===== config.mk =====
export PLATFORM = sky130hd
export DESIGN_NAME = bus_slot_sequencer
export DESIGN_NICKNAME = d
export VERILOG_FILES = /design/src/rtl/bus_seq_pkg.sv /design/src/rtl/slot_prescaler.sv /design/src/rtl/bus_slot_sequencer.sv
export SDC_FILE = /design/constraint.sdc
export NUM_CORES = 1
export LEC_CHECK = 0
export ABC_AREA = 0
export ABC_CLOCK_PERIOD_IN_PS = 5200
export CAP_MARGIN = 20
export CORE_MARGIN = 2
export CORE_UTILIZATION = 50
export CTS_CLUSTER_DIAMETER = 60
export CTS_CLUSTER_SIZE = 28
export DETAILED_ROUTE_END_ITERATION = 12
export GPL_TIMING_DRIVEN = 0
export PLACE_DENSITY_LB_ADDON = 0.05
export SLEW_MARGIN = 20
export SYNTH_ARGS = -nofsm -noshare
export SYNTH_HDL_FRONTEND = slang
export SYNTH_SLANG_ARGS = --single-unit

===== constraint.sdc =====
create_clock -name clk -period 5.2 [get_ports clk]
set_clock_uncertainty 0.1 [all_clocks]
set_input_delay 0.78 -clock clk [delete_from_list [all_inputs] [get_ports clk]]
set_output_delay 0.78 -clock clk [all_outputs]
set_load 0.01 [all_outputs]

===== src/rtl/bus_seq_pkg.sv =====
// Shared types, sizes and the round-robin search used by the bus slot sequencer.
package bus_seq_pkg;

  localparam int SLOT_W  = 2;
  localparam int N_SLOTS = 4;

  typedef enum logic [1:0] {
    IDLE  = 2'd0,
    GAP   = 2'd1,
    GRANT = 2'd2
  } seq_state_t;

  typedef struct packed {
    logic              found;
    logic [SLOT_W-1:0] slot;
  } rr_result_t;

  // Scan cnt+1, cnt+2, cnt+3 and finally cnt itself; the first requester wins.
  // The wrap to cnt comes for free because the slot arithmetic is mod N_SLOTS.
  function automatic rr_result_t rr_next(input logic [SLOT_W-1:0]  cnt,
                                         input logic [N_SLOTS-1:0] req);
    rr_result_t        res;
    logic [SLOT_W-1:0] idx;
    res.found = 1'b0;
    res.slot  = cnt;
    for (int k = 1; k <= N_SLOTS; k++) begin
      idx = cnt + SLOT_W'(k);
      if (!res.found && req[idx]) begin
        res.found = 1'b1;
        res.slot  = idx;
      end
    end
    return res;
  endfunction

endpackage


===== src/rtl/slot_prescaler.sv =====
// Dwell prescaler: counts while enabled, clear has priority, flags TICK_DIV-1.
module slot_prescaler #(
  parameter int TICK_DIV = 100_000_000
) (
  input  logic clk,
  input  logic rst_n,
  input  logic clr_i,
  input  logic inc_i,
  output logic tc_o
);

  localparam int CNT_W = $clog2(TICK_DIV);
  localparam logic [CNT_W-1:0] TC_VAL = CNT_W'(TICK_DIV - 1);

  logic [CNT_W-1:0] count_q;
  logic [CNT_W-1:0] count_d;

  // Next count: clear wins over increment, otherwise hold.
  always_comb begin
    count_d = count_q;
    if (clr_i) begin
      count_d = '0;
    end else if (inc_i) begin
      count_d = count_q + CNT_W'(1);
    end
  end

  // Count register.
  always_ff @(posedge clk or negedge rst_n) begin
    if (!rst_n) begin
      count_q <= '0;
    end else begin
      count_q <= count_d;
    end
  end

  assign tc_o = (count_q == TC_VAL);

endmodule


===== src/rtl/bus_slot_sequencer.sv =====
// Round-robin slot sequencer for a tri-state shared bus. Every slot change
// passes through a one-cycle GAP with en low, so drivers never overlap.
module bus_slot_sequencer
  import bus_seq_pkg::*;
#(
  parameter int TICK_DIV = 100_000_000
) (
  input  logic       clk,
  input  logic       rst_n,
  input  logic       run,
  input  logic       step,
  input  logic [3:0] req,
  output logic [1:0] cnt,
  output logic       en,
  output logic       adv
);

  seq_state_t        state_q;
  seq_state_t        state_d;
  logic [SLOT_W-1:0] cnt_q;
  logic [SLOT_W-1:0] cnt_d;
  logic              adv_q;
  logic              adv_d;
  logic              step_q;
  logic              step_prev_q;
  logic              in_grant;
  logic              step_edge;
  logic              adv_evt;
  logic              tc;
  logic              ps_clr;
  logic              ps_inc;
  rr_result_t        rr;

  assign in_grant = (state_q == GRANT);
  assign rr       = rr_next(cnt_q, req);

  // A step edge is only meaningful in GRANT; elsewhere it is simply lost.
  assign step_edge = in_grant & step_q & ~step_prev_q;

  // Any advance source collapses into one event.
  assign adv_evt = in_grant & ((run & tc) | step_edge | ~req[cnt_q]);

  // Prescaler restarts on GRANT entry (it is held clear outside GRANT),
  // on every advance, and whenever run is low, so each dwell is a full period.
  assign ps_inc = in_grant & run;
  assign ps_clr = ~in_grant | ~run | adv_evt;

  slot_prescaler #(
    .TICK_DIV (TICK_DIV)
  ) u_prescaler (
    .clk   (clk),
    .rst_n (rst_n),
    .clr_i (ps_clr),
    .inc_i (ps_inc),
    .tc_o  (tc)
  );

  // State register.
  always_ff @(posedge clk or negedge rst_n) begin
    if (!rst_n) begin
      state_q <= IDLE;
    end else begin
      state_q <= state_d;
    end
  end

  // Next state plus the slot/adv values loaded on entry to GAP.
  always_comb begin
    state_d = state_q;
    cnt_d   = cnt_q;
    adv_d   = 1'b0;
    unique case (state_q)
      IDLE: begin
        if (rr.found) begin
          state_d = GAP;
          cnt_d   = rr.slot;
          adv_d   = 1'b1;
        end
      end
      GAP: begin
        state_d = GRANT;
      end
      GRANT: begin
        if (adv_evt) begin
          if (!rr.found) begin
            state_d = IDLE;
          end else if (rr.slot != cnt_q) begin
            state_d = GAP;
            cnt_d   = rr.slot;
            adv_d   = 1'b1;
          end
        end
      end
      default: begin
        state_d = IDLE;
      end
    endcase
  end

  // Slot index, advance pulse and the two-stage step sampler.
  always_ff @(posedge clk or negedge rst_n) begin
    if (!rst_n) begin
      cnt_q       <= 2'b11;
      adv_q       <= 1'b0;
      step_q      <= 1'b0;
      step_prev_q <= 1'b0;
    end else begin
      cnt_q       <= cnt_d;
      adv_q       <= adv_d;
      step_q      <= step;
      step_prev_q <= step_q;
    end
  end

  // Outputs decoded from registers only, so they are glitch-free.
  always_comb begin
    en  = (state_q == GRANT);
    cnt = cnt_q;
    adv = adv_q;
  end

endmodule


==> results.sh <==
export IMPL_min_period_ps=2690
export IMPL_critPathSlowestCell="clkdlybuf4s50_1"
export IMPL_clk_pin_slew_ps=110
export IMPL_boundaryPins=12
export IMPL_ys_seq_elements=34
export IMPL_viasPerCell=5.60
export IMPL_root_buffer="clkbuf_4"
export IMPL_status="finished, final reports clean"
export IMPL_clkLatencyLatePin_ps=340
export IMPL_ant_nets=0
export IMPL_syn2layout_area_growth_pct=14.4
export IMPL_synth_ff_type="dfrtp_1"
export IMPL_syn_nets=188
export IMPL_crit_chain="clkdlybuf4s50_1 -> mux4_2 -> nand3_1 -> a31oi_1 -> nand3_1 -> buf_2 -> nor2_1"
export IMPL_yosysSeqAreaShare_pct=49.1
export IMPL_cp_max_fo=10
export IMPL_io_buffers=11
export IMPL_path_buf_inv=2
export IMPL_cp_common_cell="nand3_1"
export IMPL_die_area_mm2=0.00396
export IMPL_hold_path_class="input port to async pin"
export IMPL_clock_fmax_ghz=0.372
export IMPL_arrival_ps=2860
export IMPL_power_mw=0.660
export IMPL_drive_gt1_share_pct=10.1
export IMPL_synth_top_area_share_pct=46.1
export IMPL_antenna_cells=0
export IMPL_worst_ep_required_time_ps=5370
export IMPL_setup_viol=0
export IMPL_core_rowCount=21
export IMPL_finalSetupTns_ps=0
export IMPL_antenna_found_initial=0
export IMPL_dr_first_iter_drc_count=110
export IMPL_cts_htree_levels=2
export IMPL_grt_overflow_total=0
export IMPL_dieWidth_um=63.0
export IMPL_ys_warnings_count=0
export IMPL_fp_dieH_um=63.0
export IMPL_grt_pass1_wl_um=6290
export IMPL_dp_final_hpwl_um=2540
export IMPL_cpLargestDelayFamily="buffers and inverters"
export IMPL_synth_async_reset_ratio_pct=100
export IMPL_clock_sinks=34
export IMPL_fin_util_pct=59.6
export IMPL_grt_pass1_vias=1401
export IMPL_ir_worst_vdd_mv=0.166
export IMPL_synth_area_leader_cell="dfrtp_1"
export IMPL_syn_instance_count=179
export IMPL_syn_avg_cell_area_um2=9.71
export IMPL_cts_buffers=5
export IMPL_fill_cells=291
export IMPL_start_util_pct=52.1
export IMPL_period_share_pct=51.7
export IMPL_hold_violations=0
export IMPL_firstDrtPassIters=4
export IMPL_post_route_drc_count=0
export IMPL_final_max_slew_viol_count=0
export IMPL_critPathLaunchType="input port"
export IMPL_cts_tree="done"
export IMPL_cts_post_setup_buffers_inserted=0
export IMPL_synth_edff_count=0
export IMPL_track_usage_pct=20.4
export IMPL_hold_buffers=0
export IMPL_endpoint_kind="register"
export IMPL_cts_path_max_buffers=2
export IMPL_nNetsFinal=207
export IMPL_powerDensity_mw_per_mm2=332
export IMPL_gp_congestion=0.773
export IMPL_p_leak_nw=0.785
export IMPL_drv_cap=0
export IMPL_grt_max_degree=24
export IMPL_synthTopCellsByArea="dfrtp_1 (46%), nor2_1 (7.6%), xor2_1 (7.1%)"
export IMPL_post_drt_wl_per_cell_um=14.3
export IMPL_ctsResizeCount=0
export IMPL_rsz0062_at_grt="no"
export IMPL_slowest_delay_ps=580
export IMPL_core_area_mm2=0.00334
export IMPL_final_seq_area_um2=853
export IMPL_relSlewSlack_pct=44.4
export IMPL_path_class="input port to register"
export IMPL_syn_cell_area_mm2=0.00174
export IMPL_ys_types=37
export IMPL_multi_input_area_um2=832
export IMPL_dr_total_vias=1373
export IMPL_drt_total_wl_um=3500
export IMPL_worstMarginPinSlew_ps=832
## report_power, final
| part | total [mW] | switching [mW] | internal [mW] |
|---|---|---|---|
| Sequential | 0.315 | 0.0212 | 0.293 |
| Clock | 0.155 | 0.0896 | 0.0655 |
| Combinational | 0.190 | 0.0975 | 0.0929 |
## through the flow
step	std cells	setup slack, ps	area [um^2]	hold slack [ps]
floorplan	179	3060	1740	247
global placement	236	2220	1910	277
finish	245	2510	1990	210
CTS	245	2530	1990	205
global route	245	2290	1990	220
detailed placement	237	2160	1930	270
## placed cells by master (no fill, tap or decap), types with 4 or more instances in the layout
cell type         n
nor2_1           35
dfrtp_1          32
xor2_1           14
nand3_1          13
inv_1            10
xnor2_1          10
clkdlybuf4s50_1  10
nand4_1           9
o21ai_0           7
nand2_1           7
clkbuf_4          5
buf_2             4
a21oi_1           4
## sequential cells by signal (all words and copies together) (netlist names)
| signal | cells |
|---|---|
| step_q | 1 |
| state_q | 2 |
| u_prescaler.count_q | 27 |
| adv | 1 |
| step_prev_q | 1 |
| cnt | 2 |
## synth_stat cells, types with 2 or more instances
cell type	number
nor2_1	35
dfrtp_1	32
xor2_1	14
nand3_1	13
inv_1	10
xnor2_1	10
nand4_1	9
nand2_1	7
o21ai_0	7
a21oi_1	4
and3_1	3
buf_2	3
nor2b_1	3
or3_1	3
a311oi_1	2
dfstp_2	2
nor4_1	2
## per-layer routing
metal / vias to the layer above / track usage, % / part of all wire (%)
li1: 660 / - / -
met1: 685 / 25.2 / 46
met2: 23 / 32.7 / 48
met3: 5 / 4.86 / 3.9
met4: 0 / 11.4 / 1.5
met5: - / 0 / 0
## worst paths after layout
kind	startpoint	endpoint	slack [ps]	depth (start not counted)
setup reg to reg	u_prescaler.count_q[12]$_DFFE_PN0P_	u_prescaler.count_q[20]$_DFFE_PN0P_	2790	6
hold reg to reg	step_q$_DFF_PN0_	step_prev_q$_DFF_PN0_	290	0
setup / recovery	req[1]	u_prescaler.count_q[20]$_DFFE_PN0P_	2510	7
min in group clk	step_q$_DFF_PN0_	step_prev_q$_DFF_PN0_	290	0
max in group asynchronous	rst_n	cnt[1]$_DFFE_PN1P_	4310	2
hold / removal	rst_n	u_prescaler.count_q[26]$_DFFE_PN0P_	210	1
## cell families after synthesis
family / synth area share [%]
buffers and inverters: 3.02
AOI/OAI and AO/OA: 6.98
adders and majority gates: 0.720
DFF: 49.1
muxes: 1.94
xor gates and xnor gates: 12.1
and+or+nand+nor: 26.1
## layout make-up
class,instances,share of cell area [%]
Buffer,3,0.755
Clock inverter,1,0.252
Multi-Input combinational cell,132,41.9
Timing Repair Buffer,12,6.67
Clock buffer,7,2.77
Inverter,10,1.89
Sequential cell,34,42.9
Tap cell,46,2.89
Power figures use the tool's default switching activity.
